File: config.mk
export PLATFORM = sky130hd
export DESIGN_NAME = bcd_to_bin_serial_flat
export DESIGN_NICKNAME = d
export VERILOG_FILES = /design/src/rtl/bcd_pkg.sv /design/src/rtl/bcd_to_bin_serial_if.sv /design/src/rtl/bcd_rshift_correct.sv /design/src/rtl/bcd_to_bin_serial.sv /design/src/flat_wrapper.sv
export SDC_FILE = /design/constraint.sdc
export NUM_CORES = 1
export LEC_CHECK = 0
export ABC_AREA = 1
export ABC_CLOCK_PERIOD_IN_PS = 1150
export CAP_MARGIN = 20
export CORE_ASPECT_RATIO = 0.8
export CORE_MARGIN = 2
export CORE_UTILIZATION = 48
export CTS_CLUSTER_DIAMETER = 30
export DETAILED_ROUTE_END_ITERATION = 6
export GPL_TIMING_DRIVEN = 1
export PLACE_DENSITY = 0.75
export SETUP_SLACK_MARGIN = 0.15
export SLEW_MARGIN = 0
export SYNTH_ARGS = -nofsm -noshare
export SYNTH_HDL_FRONTEND = slang
export SYNTH_SLANG_ARGS = --single-unit
File: constraint.sdc
create_clock -name clk -period 1.15 [get_ports clk]
set_input_delay 0.115 -clock clk [delete_from_list [all_inputs] [get_ports clk]]
set_output_delay 0.115 -clock clk [all_outputs]
set_load 0.005 [all_outputs]
File: src/rtl/bcd_pkg.sv
// Shared definitions for the serial BCD-to-binary converter.
// Provides digit-arithmetic constants, the controller state type and
// small constant functions used to size counters and check parameters.
package bcd_pkg;

  localparam int DIGIT_W    = 4;
  localparam int BCD_CORR   = 3;
  localparam int BCD_THRESH = 8;
  localparam int BCD_MAX    = 9;

  typedef enum logic [0:0] {
    IDLE  = 1'b0,
    SHIFT = 1'b1
  } state_t;

  // Ceiling log2; returns 0 for values <= 1.
  function automatic int clog2(input int value);
    int r;
    r = 0;
    while ((64'd1 << r) < 64'(value)) begin
      r = r + 1;
    end
    return r;
  endfunction

  // 10^n as a 64-bit value, used to check the binary width is large enough.
  function automatic longint unsigned pow10(input int n);
    longint unsigned p;
    p = 64'd1;
    for (int i = 0; i < n; i++) begin
      p = p * 64'd10;
    end
    return p;
  endfunction

endpackage

File: src/rtl/bcd_to_bin_serial_if.sv
// Handshake/data bundle of the serial BCD-to-binary converter.
//   start   : request a conversion (master -> slave)
//   bcd_in  : packed BCD operand, digit 0 in bits [3:0] (master -> slave)
//   busy    : conversion in progress (slave -> master)
//   done    : one-cycle completion pulse (slave -> master)
//   bin_out : binary result, held until next done (slave -> master)
//   err     : last operand had a digit > 9 (slave -> master)
interface bcd_to_bin_serial_if
  import bcd_pkg::*;
#(
  parameter int DIGITS = 3,
  parameter int BIN_W  = 10
);

  logic                      start;
  logic [DIGIT_W*DIGITS-1:0] bcd_in;
  logic                      busy;
  logic                      done;
  logic [BIN_W-1:0]          bin_out;
  logic                      err;

  modport master (
    output start, bcd_in,
    input  busy, done, bin_out, err
  );

  modport slave (
    input  start, bcd_in,
    output busy, done, bin_out, err
  );

endinterface

File: src/rtl/bcd_rshift_correct.sv
// One reverse double-dabble step: shift the work register right by one,
// then subtract 3 from every BCD digit field that reached 8 or more.
// Digit fields are corrected independently; no borrow crosses fields.
//   i_work : current work register {BCD field, binary accumulator}
//   o_work : work register after one iteration
module bcd_rshift_correct
  import bcd_pkg::*;
#(
  parameter int DIGITS = 3,
  parameter int BIN_W  = 10
)(
  input  logic [DIGIT_W*DIGITS+BIN_W-1:0] i_work,
  output logic [DIGIT_W*DIGITS+BIN_W-1:0] o_work
);

  localparam int WORK_W = DIGIT_W * DIGITS + BIN_W;

  logic [WORK_W-1:0] w_shift;

  assign w_shift = {1'b0, i_work[WORK_W-1:1]};

  // Per-digit correction of the shifted BCD field; binary bits pass through.
  always_comb begin
    o_work = w_shift;
    for (int d = 0; d < DIGITS; d++) begin
      if (w_shift[BIN_W + d*DIGIT_W +: DIGIT_W] >= DIGIT_W'(BCD_THRESH)) begin
        o_work[BIN_W + d*DIGIT_W +: DIGIT_W] =
          w_shift[BIN_W + d*DIGIT_W +: DIGIT_W] - DIGIT_W'(BCD_CORR);
      end else begin
        o_work[BIN_W + d*DIGIT_W +: DIGIT_W] = w_shift[BIN_W + d*DIGIT_W +: DIGIT_W];
      end
    end
  end

endmodule

File: src/rtl/bcd_to_bin_serial.sv
// Serial BCD-to-binary converter (reverse double-dabble, one iteration
// per clock). A start in IDLE loads the work register and runs exactly
// BIN_W iterations, then pulses done with bin_out/err updated.
//   clk : system clock, rising edge
//   rst : asynchronous active-high reset
//   bus : slave side of bcd_to_bin_serial_if (start, bcd_in, busy,
//         done, bin_out, err)
module bcd_to_bin_serial
  import bcd_pkg::*;
#(
  parameter int DIGITS = 3,
  parameter int BIN_W  = 10
)(
  input logic                clk,
  input logic                rst,
  bcd_to_bin_serial_if.slave bus
);

  localparam int BCD_W  = DIGIT_W * DIGITS;
  localparam int WORK_W = BCD_W + BIN_W;
  localparam int CNT_W  = (clog2(BIN_W) < 1) ? 1 : clog2(BIN_W);

  // The binary field must be able to hold the largest decimal operand.
  generate
    if ((BIN_W >= 64) ? 1'b0 : ((64'd1 << BIN_W) < pow10(DIGITS))) begin : g_width_err
      $error("bcd_to_bin_serial: 2**BIN_W must be >= 10**DIGITS");
    end
  endgenerate

  state_t             r_state;
  state_t             w_state_next;
  logic [WORK_W-1:0]  r_work;
  logic [WORK_W-1:0]  w_work_next;
  logic [WORK_W-1:0]  w_work_step;
  logic [CNT_W-1:0]   r_cnt;
  logic [CNT_W-1:0]   w_cnt_next;
  logic               r_inv;
  logic               w_inv_next;
  logic               w_inv_in;
  logic               r_busy;
  logic               w_busy_next;
  logic               r_done;
  logic               w_done_next;
  logic [BIN_W-1:0]   r_bin;
  logic [BIN_W-1:0]   w_bin_next;
  logic               r_err;
  logic               w_err_next;

  bcd_rshift_correct #(
    .DIGITS (DIGITS),
    .BIN_W  (BIN_W)
  ) u_step (
    .i_work (r_work),
    .o_work (w_work_step)
  );

  // Flag any incoming digit above 9; captured together with the operand.
  always_comb begin
    w_inv_in = 1'b0;
    for (int d = 0; d < DIGITS; d++) begin
      w_inv_in = w_inv_in | (bus.bcd_in[d*DIGIT_W +: DIGIT_W] > DIGIT_W'(BCD_MAX));
    end
  end

  // Controller next-state and datapath/output next values.
  always_comb begin
    w_state_next = r_state;
    w_work_next  = r_work;
    w_cnt_next   = r_cnt;
    w_inv_next   = r_inv;
    w_done_next  = 1'b0;
    w_bin_next   = r_bin;
    w_err_next   = r_err;
    case (r_state)
      IDLE: begin
        if (bus.start) begin
          w_state_next = SHIFT;
          w_work_next  = {bus.bcd_in, {BIN_W{1'b0}}};
          w_inv_next   = w_inv_in;
          w_cnt_next   = {CNT_W{1'b0}};
        end else begin
          w_state_next = IDLE;
        end
      end
      SHIFT: begin
        w_work_next = w_work_step;
        w_cnt_next  = r_cnt + CNT_W'(1);
        if (r_cnt == CNT_W'(BIN_W - 1)) begin
          w_state_next = IDLE;
          w_done_next  = 1'b1;
          w_err_next   = r_inv;
          // Invalid operands still take the full iteration count, then report 0.
          w_bin_next   = r_inv ? {BIN_W{1'b0}} : w_work_step[BIN_W-1:0];
        end else begin
          w_state_next = SHIFT;
        end
      end
      default: begin
        w_state_next = IDLE;
      end
    endcase
    w_busy_next = (w_state_next == SHIFT);
  end

  // Controller state register.
  always_ff @(posedge clk or posedge rst) begin
    if (rst) begin
      r_state <= IDLE;
    end else begin
      r_state <= w_state_next;
    end
  end

  // Datapath and registered outputs.
  always_ff @(posedge clk or posedge rst) begin
    if (rst) begin
      r_work <= {WORK_W{1'b0}};
      r_cnt  <= {CNT_W{1'b0}};
      r_inv  <= 1'b0;
      r_busy <= 1'b0;
      r_done <= 1'b0;
      r_bin  <= {BIN_W{1'b0}};
      r_err  <= 1'b0;
    end else begin
      r_work <= w_work_next;
      r_cnt  <= w_cnt_next;
      r_inv  <= w_inv_next;
      r_busy <= w_busy_next;
      r_done <= w_done_next;
      r_bin  <= w_bin_next;
      r_err  <= w_err_next;
    end
  end

  assign bus.busy    = r_busy;
  assign bus.done    = r_done;
  assign bus.bin_out = r_bin;
  assign bus.err     = r_err;

endmodule

File: src/flat_wrapper.sv
// flat-port wrapper written by rule: the top's interface ports become plain ports
module bcd_to_bin_serial_flat import bcd_pkg::*;
#(
  parameter int DIGITS = 3,
  parameter int BIN_W  = 10
)
  (clk, rst, bus_start, bus_bcd_in, bus_busy, bus_done, bus_bin_out, bus_err);
  bcd_to_bin_serial_if #(.DIGITS(DIGITS), .BIN_W(BIN_W)) bus_i ();
  input logic clk;
  input logic rst;
  input wire logic [$bits(bus_i.start)-1:0] bus_start;
  input wire logic [$bits(bus_i.bcd_in)-1:0] bus_bcd_in;
  output wire logic [$bits(bus_i.busy)-1:0] bus_busy;
  output wire logic [$bits(bus_i.done)-1:0] bus_done;
  output wire logic [$bits(bus_i.bin_out)-1:0] bus_bin_out;
  output wire logic [$bits(bus_i.err)-1:0] bus_err;
  assign bus_i.start = bus_start;
  assign bus_i.bcd_in = bus_bcd_in;
  assign bus_busy = bus_i.busy;
  assign bus_done = bus_i.done;
  assign bus_bin_out = bus_i.bin_out;
  assign bus_err = bus_i.err;
  bcd_to_bin_serial #(.DIGITS(DIGITS), .BIN_W(BIN_W)) u_core (.clk(clk), .rst(rst), .bus(bus_i));
endmodule
==> results by group, run 1 <==
Timing
  • Final Cycle Share: 1.02
  • Final hold slack: 0.111 ns
  • Slew @ Worst Pin: about 0.28 ns
  • Worst slew margin: 0.812
  • Finish-stage setup viols: 5
  • Final Hold Viols: 0
  • RSZ-0062 raised after global routing: yes
  • Setup Skew: 0.00538 ns
  • Achievable Freq: 852 MHz
  • Worst setup slack after layout: -0.0232 ns
  • Slew Limit Fails: 0
  • Min cycle time layout: approximately 1.2 ns

Power
  • Clock Power Share: 0.179
  • VDD IR max: 1.87 mV
  • Sequential share of power: 0.373
  • Leakage: 1.28 nW
  • Gate power share: 0.448
  • Switching power: ~0.0023 W
  • Int Pwr: 0.00398 W
  • Net Sw Frac: 0.370
  • Design Power: 0.00632 W
  • PwrDens: 2470 mW/mm²

Status
  • Failing checks: setup timing
  • Status: complete, but fails checks

Clock network
  • Clk_lat worst skew: 0.29 ns
  • Clock sinks: 39
  • Clock transition at path regs: 0.08 ns
  • Root Buffer Master: clkbuf_8
  • TritonCTS Buffers: 5
  • H-tree levels: 2
  • Worst-case clock buffer depth: 2
  • CTS tree: done

Place
  • I/O Buffers: 27
  • Cells after DPL: 280
  • Post-detail-place hpwl: 2.71 mm
  • Placed Area: between 0.002 and 0.0025 mm²
  • GPL Wtd Cong: 0.842

Die
  • Num rows: 19
  • I/O pin count: 28
  • Die height: 59.0 µm
  • Die W: 72.7 µm
  • CORE AREA: 0.00352 mm²
  • Die Area: between 0.004 and 0.005 mm²
  • Initial Util: 0.516

Final layout
  • Cell Count, Final, Fillers Out: 302
  • Commonest non-fill, non-tap cell in the layout: nand2_1
  • Layout cells sized above 1: 0.346
  • NumNets Final: 280
  • Final Instance Area: 0.00256 mm²
  • Most frequent cells in the layout: 63 x nand2_1, 38 x dfrtp_1, 22 x buf_4, 15 x inv_1, 14 x clkdlybuf4s50_1
  • FILL cells: 250
  • Area Growth Syn to Fin: 41.2%
  • # diodes: 0

Logic synthesis
  • Post-synth top area cell: dfrtp_1
  • Post-synthesis register bit count: 39
  • Yosys cell types: 22
  • Mux share of post-synthesis cell area: 0
  • Largest family of logic cells by synthesized area: simple AND/OR/NAND/NOR gates
  • Top cells by area, synth: dfrtp_1 54%, nand2_1 14%, inv_1 4.8%
  • Synthesized area per cell: about 9 µm²
  • Compound-cell area share of the yosys netlist: 0.0890
  • Mapped Area: between 0.0015 and 0.002 mm²
  • Post-Syn Instances: 202
  • Adder-cell area share of the yosys netlist: 0.0414
  • Xor and xnor fraction of the mapped netlist area: 0.00483
  • Yosys Warn Count: 0
  • Simple-Gate Fraction of Synth Area: 0.236
  • Syn Nets: 223
  • Register area share after synthesis: 0.538
  • Synth top area share: 0.538

Critical path
  • Worst r2r path cells: 4
  • Worst Setup End Kind: register
  • Crit path from: u_core.r_state$_DFF_PP0_
  • Critical Path AT: 1.38 ns
  • Worst R2R Setup Slack: -0.02 ns
  • Critical path type: reg2reg
  • Worst EP required: 1.36 ns
  • Worst r2r dst: u_core.r_work[14]$_DFFE_PP0P_
  • CP Launch Type: register
  • Worst Path Max Fanout: 14
  • Crit Reg-Reg Startpoint: u_core.r_state$_DFF_PP0_
  • Setup crit end: u_core.r_work[14]$_DFFE_PP0P_

Global route
  • GRT Util Overall: 0.217
  • Largest net degree at the start of global routing: 16
  • Wire length of the first global-routing pass: approximately 7 mm
  • GR Overflow Total: 0
  • Initial antenna violation count: 0
  • Vias in the first global route: 1558

Detailed routing
  • Vias: 1556
  • DR pass1 iterations: 5
  • Final ANT Viol Nets: 0
  • DRC violations left: 0
  • DR iter-0 viols: 93
  • Routed len/inst: approximately 14 µm
  • Final WL: 4.17 mm
  • Routed vias/inst: 5.15

Flow run
  • Max_cap viols: 0

Worst hold path
  • HP Class: in2async
kinds of logic after synthesis:
family	after synthesis
and+or+nand+nor	97
buffers and inverters	34
xor gates and xnor gates	1
AOI/OAI and AO/OA	25
adders and majority gates	6
DFF	39
synth_stat cells:
library cell	count
nor2_1	7
o22ai_2	1
inv_4	1
a22o_1	1
o22ai_1	8
nand3b_1	2
o211ai_2	1
inv_2	2
xnor2_1	1
nand4_4	1
buf_2	4
o21ai_0	11
nand2_2	1
dfrtp_1	39
inv_1	23
nand3_1	15
o211ai_1	3
nand4_1	1
nand2_1	68
buf_6	4
nor2_4	2
ha_1	6
worst min-delay path by stage:
stage	startpoint	to	slack [ns]
global route	rst	u_core.bus.done$_DFF_PP0_	0.12
detailed placement	rst	u_core.r_work[16]$_DFFE_PP0P_	0.43
finish	rst	u_core.bus.done$_DFF_PP0_	0.11
global placement	rst	u_core.r_work[16]$_DFFE_PP0P_	0.43
CTS	rst	u_core.r_work[16]$_DFFE_PP0P_	0.12
floorplan	rst	u_core.bus.bin_out[0]$_DFFE_PP0P_	0.09
sequential cells by signal, summed over array words and instances, names as in the netlist:
signal              flops
u_core.bus.bin_out     10
u_core.bus.done         1
u_core.bus.err          1
u_core.r_cnt            4
u_core.r_inv            1
u_core.r_state          1
u_core.r_work          21
area by class of cell:
cell class | instances | area [µm²] | share of cell area
Sequential cell | 39 | 977 | 0.381
Multi-Input combinational cell | 130 | 817 | 0.319
Timing Repair inverter | 1 | 7.51 | 0.00293
Tap cell | 42 | 52.6 | 0.0205
Inverter | 26 | 111 | 0.0435
Timing Repair Buffer | 56 | 484 | 0.189
Clock buffer | 5 | 68.8 | 0.0269
Clock inverter | 3 | 43.8 | 0.0171
stage by stage:
stage / utilization / setup WS (ns) / setup TNS, ns
finish: 0.728 / -0.0232 / -0.0574
global route: 0.728 / -0.0701 / -1.16
CTS: 0.709 / 0.0125 / 0
detailed placement: 0.643 / -0.0974 / -1.39
global placement: 0.643 / -0.0695 / -0.848
floorplan: - / 0.0254 / 0
routing by layer:
metal	wire length [µm]	GRT usage	vias up
met5	0	0	-
met4	87	0.0820	0
met3	195	0.0493	9
met2	1990	0.343	51
met1	1900	0.297	737
li1	-	-	759
critical path, cell delays in order (launching register included):
cell	delay [ns]
dfrtp_2	0.45
buf_6	0.15
nor2_4	0.20
inv_6	0.11
o211ai_1	0.19
power by group through the flow:
stage	logic, W	clock network, W	registers (W)
after floorplan	0.00138	0	0.00228
after global placement	0.00224	0	0.00230
after detailed placement	0.00230	0	0.00231
after CTS	0.00254	0.00115	0.00233
after global routing	0.00314	0.00122	0.00241
final	0.00283	0.00113	0.00235
repair_timing:
item,4_1_cts,5_1_grt
hold buffers,0,0
buffers inserted,6,6
setup endpoints to repair,52,49
cloned,2,0
gates resized for setup,50,26
pin swaps,14,9
(Power assumes the default switching activity.)
==> run 2, diff against run 1 <==
--- a/config.mk
+++ b/config.mk
@@ -9,11 +9,10 @@
 export ABC_CLOCK_PERIOD_IN_PS = 1150
 export CAP_MARGIN = 20
-export CORE_ASPECT_RATIO = 0.8
+export CORE_ASPECT_RATIO = 1.4
 export CORE_MARGIN = 2
-export CORE_UTILIZATION = 48
+export CORE_UTILIZATION = 40
 export CTS_CLUSTER_DIAMETER = 30
 export DETAILED_ROUTE_END_ITERATION = 6
 export GPL_TIMING_DRIVEN = 1
-export PLACE_DENSITY = 0.75
 export SETUP_SLACK_MARGIN = 0.15
 export SLEW_MARGIN = 0
==> constraint.sdc (replaced) <==
create_clock -name clk -period 1.15 [get_ports clk]
set_input_delay 0.23 -clock clk [delete_from_list [all_inputs] [get_ports clk]]
set_output_delay 0.23 -clock clk [all_outputs]
set_load 0.005 [all_outputs]
==> run 2 against run 1 <==
The run still ends with setup timing left. Utilization decreased by 9.6 points. Via count fell by 0.26%. Critical path depth up 2. Clock skew about the same. Sequential power is essentially flat. Design area increased by 10%. Routed wire length increased by 4.1%. Sequential share of layout area decreased by 3.6 points. Register-to-register slack got worse by 0.05 ns. Fmax decreased by 4.3%. Count of clock-buffer cells in the layout up 1. Global-route usage shrank 4.4 points. Largest power group unchanged. Highest routed layer unchanged.
==> results by group, run 2 (synthesized netlist as in run 1, its figures left out) <==
Critical path
  • Worst Path Max Fanout: 7 (-7)
  • Max stage delay on crit path: 0.40 ns (-0.05 ns)
  • Worst EP required: 1.35 ns (about the same)
  • Critical path type: reg2reg
  • CP Cell Sequence: buf_6 > buf_6 > nor2_4 > inv_4 > buf_12 > o211ai_1
  • CP delay by family, top: buffers and inverters
  • Slowest CP cell: dfrtp_1
  • CP dominant cell by count: buf_6
  • Worst Setup End Kind: register
  • Bufs and invs on worst path: 4 (+2)
  • CP Launch Type: register
  • Critical Path AT: 1.43 ns (+0.05 ns)

Global route
  • Largest net degree at the start of global routing: 40 (+24)
  • Wire length of the first global-routing pass: 6.65 mm (-4.9%)
  • GRT Util Overall: 0.173 (-0.0442)
  • Vias in the first global route: 1465 (-6.0%)
  • Initial antenna violation count: 0 (unchanged)
  • GR Overflow Total: 0 (unchanged)

Die
  • Initial Util: 0.407 (-0.109)
  • Die height: 83.7 µm (+42%)
  • Die Area: 0.00510 mm² (+19%)
  • CORE AREA: 0.00446 mm² (+27%)
  • I/O pin count: 28 (unchanged)
  • Num rows: 29 (+10)
  • Die W: 60.9 µm (-16%)

Clock network
  • TritonCTS Buffers: 5 (unchanged)
  • # hold bufs at CTS: 0 (unchanged)
  • Root Buffer Master: clkbuf_8
  • H-tree levels: 2 (unchanged)
  • Worst-case clock buffer depth: 2 (unchanged)
  • CTS tree: done
  • Clock transition at path regs: 0.07 ns (about the same)
  • Clock sinks: 39 (unchanged)
  • Clk_lat worst skew: 0.29 ns (about the same)

Timing
  • Slew @ Worst Pin: 0.233 ns (-0.0490 ns)
  • Slew Limit Fails: 0 (unchanged)
  • RSZ-0062 raised after global routing: yes
  • Setup Skew: 0.00523 ns (-0.000150 ns)
  • Achievable Freq: 816 MHz (-4.3%)
  • Final Hold Viols: 0 (unchanged)
  • Min cycle time layout: 1.23 ns (+0.0529 ns)
  • Fin Setup TNS: -0.491 ns (-0.434 ns)
  • Final Cycle Share: 1.07 (+0.0460)
  • Final hold slack: 0.318 ns (+0.206 ns)
  • Worst slew margin: 0.843 (+0.0310)
  • Finish-stage setup viols: 18 (+13)
  • Worst setup slack after layout: -0.0761 ns (-0.0529 ns)

Final layout
  • Area Growth Syn to Fin: 55.7%
  • NumNets Final: 288 (+2.9%)
  • Number of flip-flops in the largest register: 21 (unchanged)
  • Commonest non-fill, non-tap cell in the layout: nand2_1
  • Seq. cell area: 976 µm² (-0.13%)
  • FILL cells: 387 (+55%)
  • Largest Register: u_core.r_work
  • Final Instance Area: 0.00282 mm² (+10%)
  • # diodes: 0 (unchanged)
  • Layout cells sized above 1: 0.423 (+0.0771)
  • Most frequent cells in the layout: 54 x nand2_1, 39 x dfrtp_1, 19 x buf_4, 17 x inv_1, 14 x clkdlybuf4s50_1
  • Footprint of the multi-input gates: 888 µm² (+8.7%)

Power
  • Switching power: 0.00243 W (+4.1%)
  • Clock Power Share: 0.140 (-0.039)
  • Design Power: 0.00662 W (+4.8%)
  • Int Pwr: 0.00419 W (+5.2%)
  • Gate power share: 0.506 (+0.058)
  • Net Sw Frac: 0.367 (-0.00244)
  • PwrDens: 2350 mW/mm² (-4.9%)
  • Sequential share of power: 0.354 (-0.019)
  • VDD IR max: 1.32 mV (-29%)
  • Leakage: 1.44 nW (+13%)

Place
  • Post-detail-place hpwl: 2.55 mm (-6.2%)
  • GPL Wtd Cong: 0.811 (-3.7%)
  • Placed Area: 0.00232 mm² (+2.4%)
  • I/O Buffers: 27 (unchanged)
  • Place WS: -0.202 ns (-0.104 ns)

Flow run
  • Max_cap viols: 0 (unchanged)

Detailed routing
  • Routed vias/inst: 4.72 (-8.4%)
  • Final ANT Viol Nets: 0 (unchanged)
  • DR iter-0 viols: 63 (-32%)
  • Final WL: 4.35 mm (+4.1%)
  • DR pass1 iterations: 4 (-1)
  • DRC violations left: 0 (unchanged)
  • Vias: 1552 (-0.26%)
  • Routed len/inst: 13.2 µm (-4.4%)

Worst hold path
  • HP Class: in2async

Status
  • Status: complete, but fails checks
  • Failing checks: setup timing
## run 2: final timing paths
| kind | startpoint | endpoint | slack (ns) | depth (start not counted) |
|---|---|---|---|---|
| min in group clk | u_core.r_work[8]$_DFFE_PP0P_ | u_core.bus.bin_out[7]$_DFFE_PP0P_ | 0.47 | 2 |
| worst min register to register | u_core.r_work[8]$_DFFE_PP0P_ | u_core.bus.bin_out[7]$_DFFE_PP0P_ | 0.47 | 2 |
| max in group asynchronous | rst | u_core.r_work[20]$_DFFE_PP0P_ | 0.64 | 3 |
| worst min-delay path | rst | u_core.bus.bin_out[0]$_DFFE_PP0P_ | 0.32 | 3 |
| worst max-delay path | u_core.r_state$_DFF_PP0_ | u_core.r_work[14]$_DFFE_PP0P_ | -0.08 | 6 |
| worst max register to register | u_core.r_state$_DFF_PP0_ | u_core.r_work[14]$_DFFE_PP0P_ | -0.08 | 6 |
## run 2: repair_timing
item                                    CTS  global route
gates cloned                              1             2
gates resized for setup                  68            53
endpoints found under the setup margin   52            52
pin swaps                                 5            12
setup buffers                             6             9
## run 2: routing by layer
layer	up-vias	GRT usage	part of all wire	wire, µm
met5	-	0	0	0
met4	0	0.0652	0.019	83
met3	7	0.0434	0.028	122
met2	27	0.281	0.55	2390
met1	747	0.217	0.40	1750
li1	771	-	-	-
## run 2: worst register-to-register path: cells and delay by family, from the launching register on
kind / cells / cell delay [ns]
compound gates: 1 / 0.17
flops: 1 / 0.40
buf+inv: 4 / 0.45
simple gates: 1 / 0.12
## run 2: cell type report
class,count,area share
flip-flops and latches,39,0.346
repair buffers,66,0.240
inverters,26,0.0412
clock buffers,6,0.0292
clock inverters,1,0.00177
multi-input cells,129,0.315
well taps,62,0.0275
## run 2: stage by stage
step,instances,utilization
2_1_floorplan,202,-
3_3_place_gp,304,0.519
3_5_place_dp,304,0.519
4_1_cts,318,0.563
5_1_grt,329,0.633
6_report,329,0.633
## run 2: power groups by stage
stage / Clock [W] / Sequential [W] / Combinational [W]
global placement: 0 / 0.00230 / 0.00229
detailed placement: 0 / 0.00231 / 0.00234
finish: 0.000929 / 0.00235 / 0.00335
CTS: 0.000942 / 0.00230 / 0.00256
global route: 0.000998 / 0.00242 / 0.00367
floorplan: 0 / 0.00228 / 0.00138
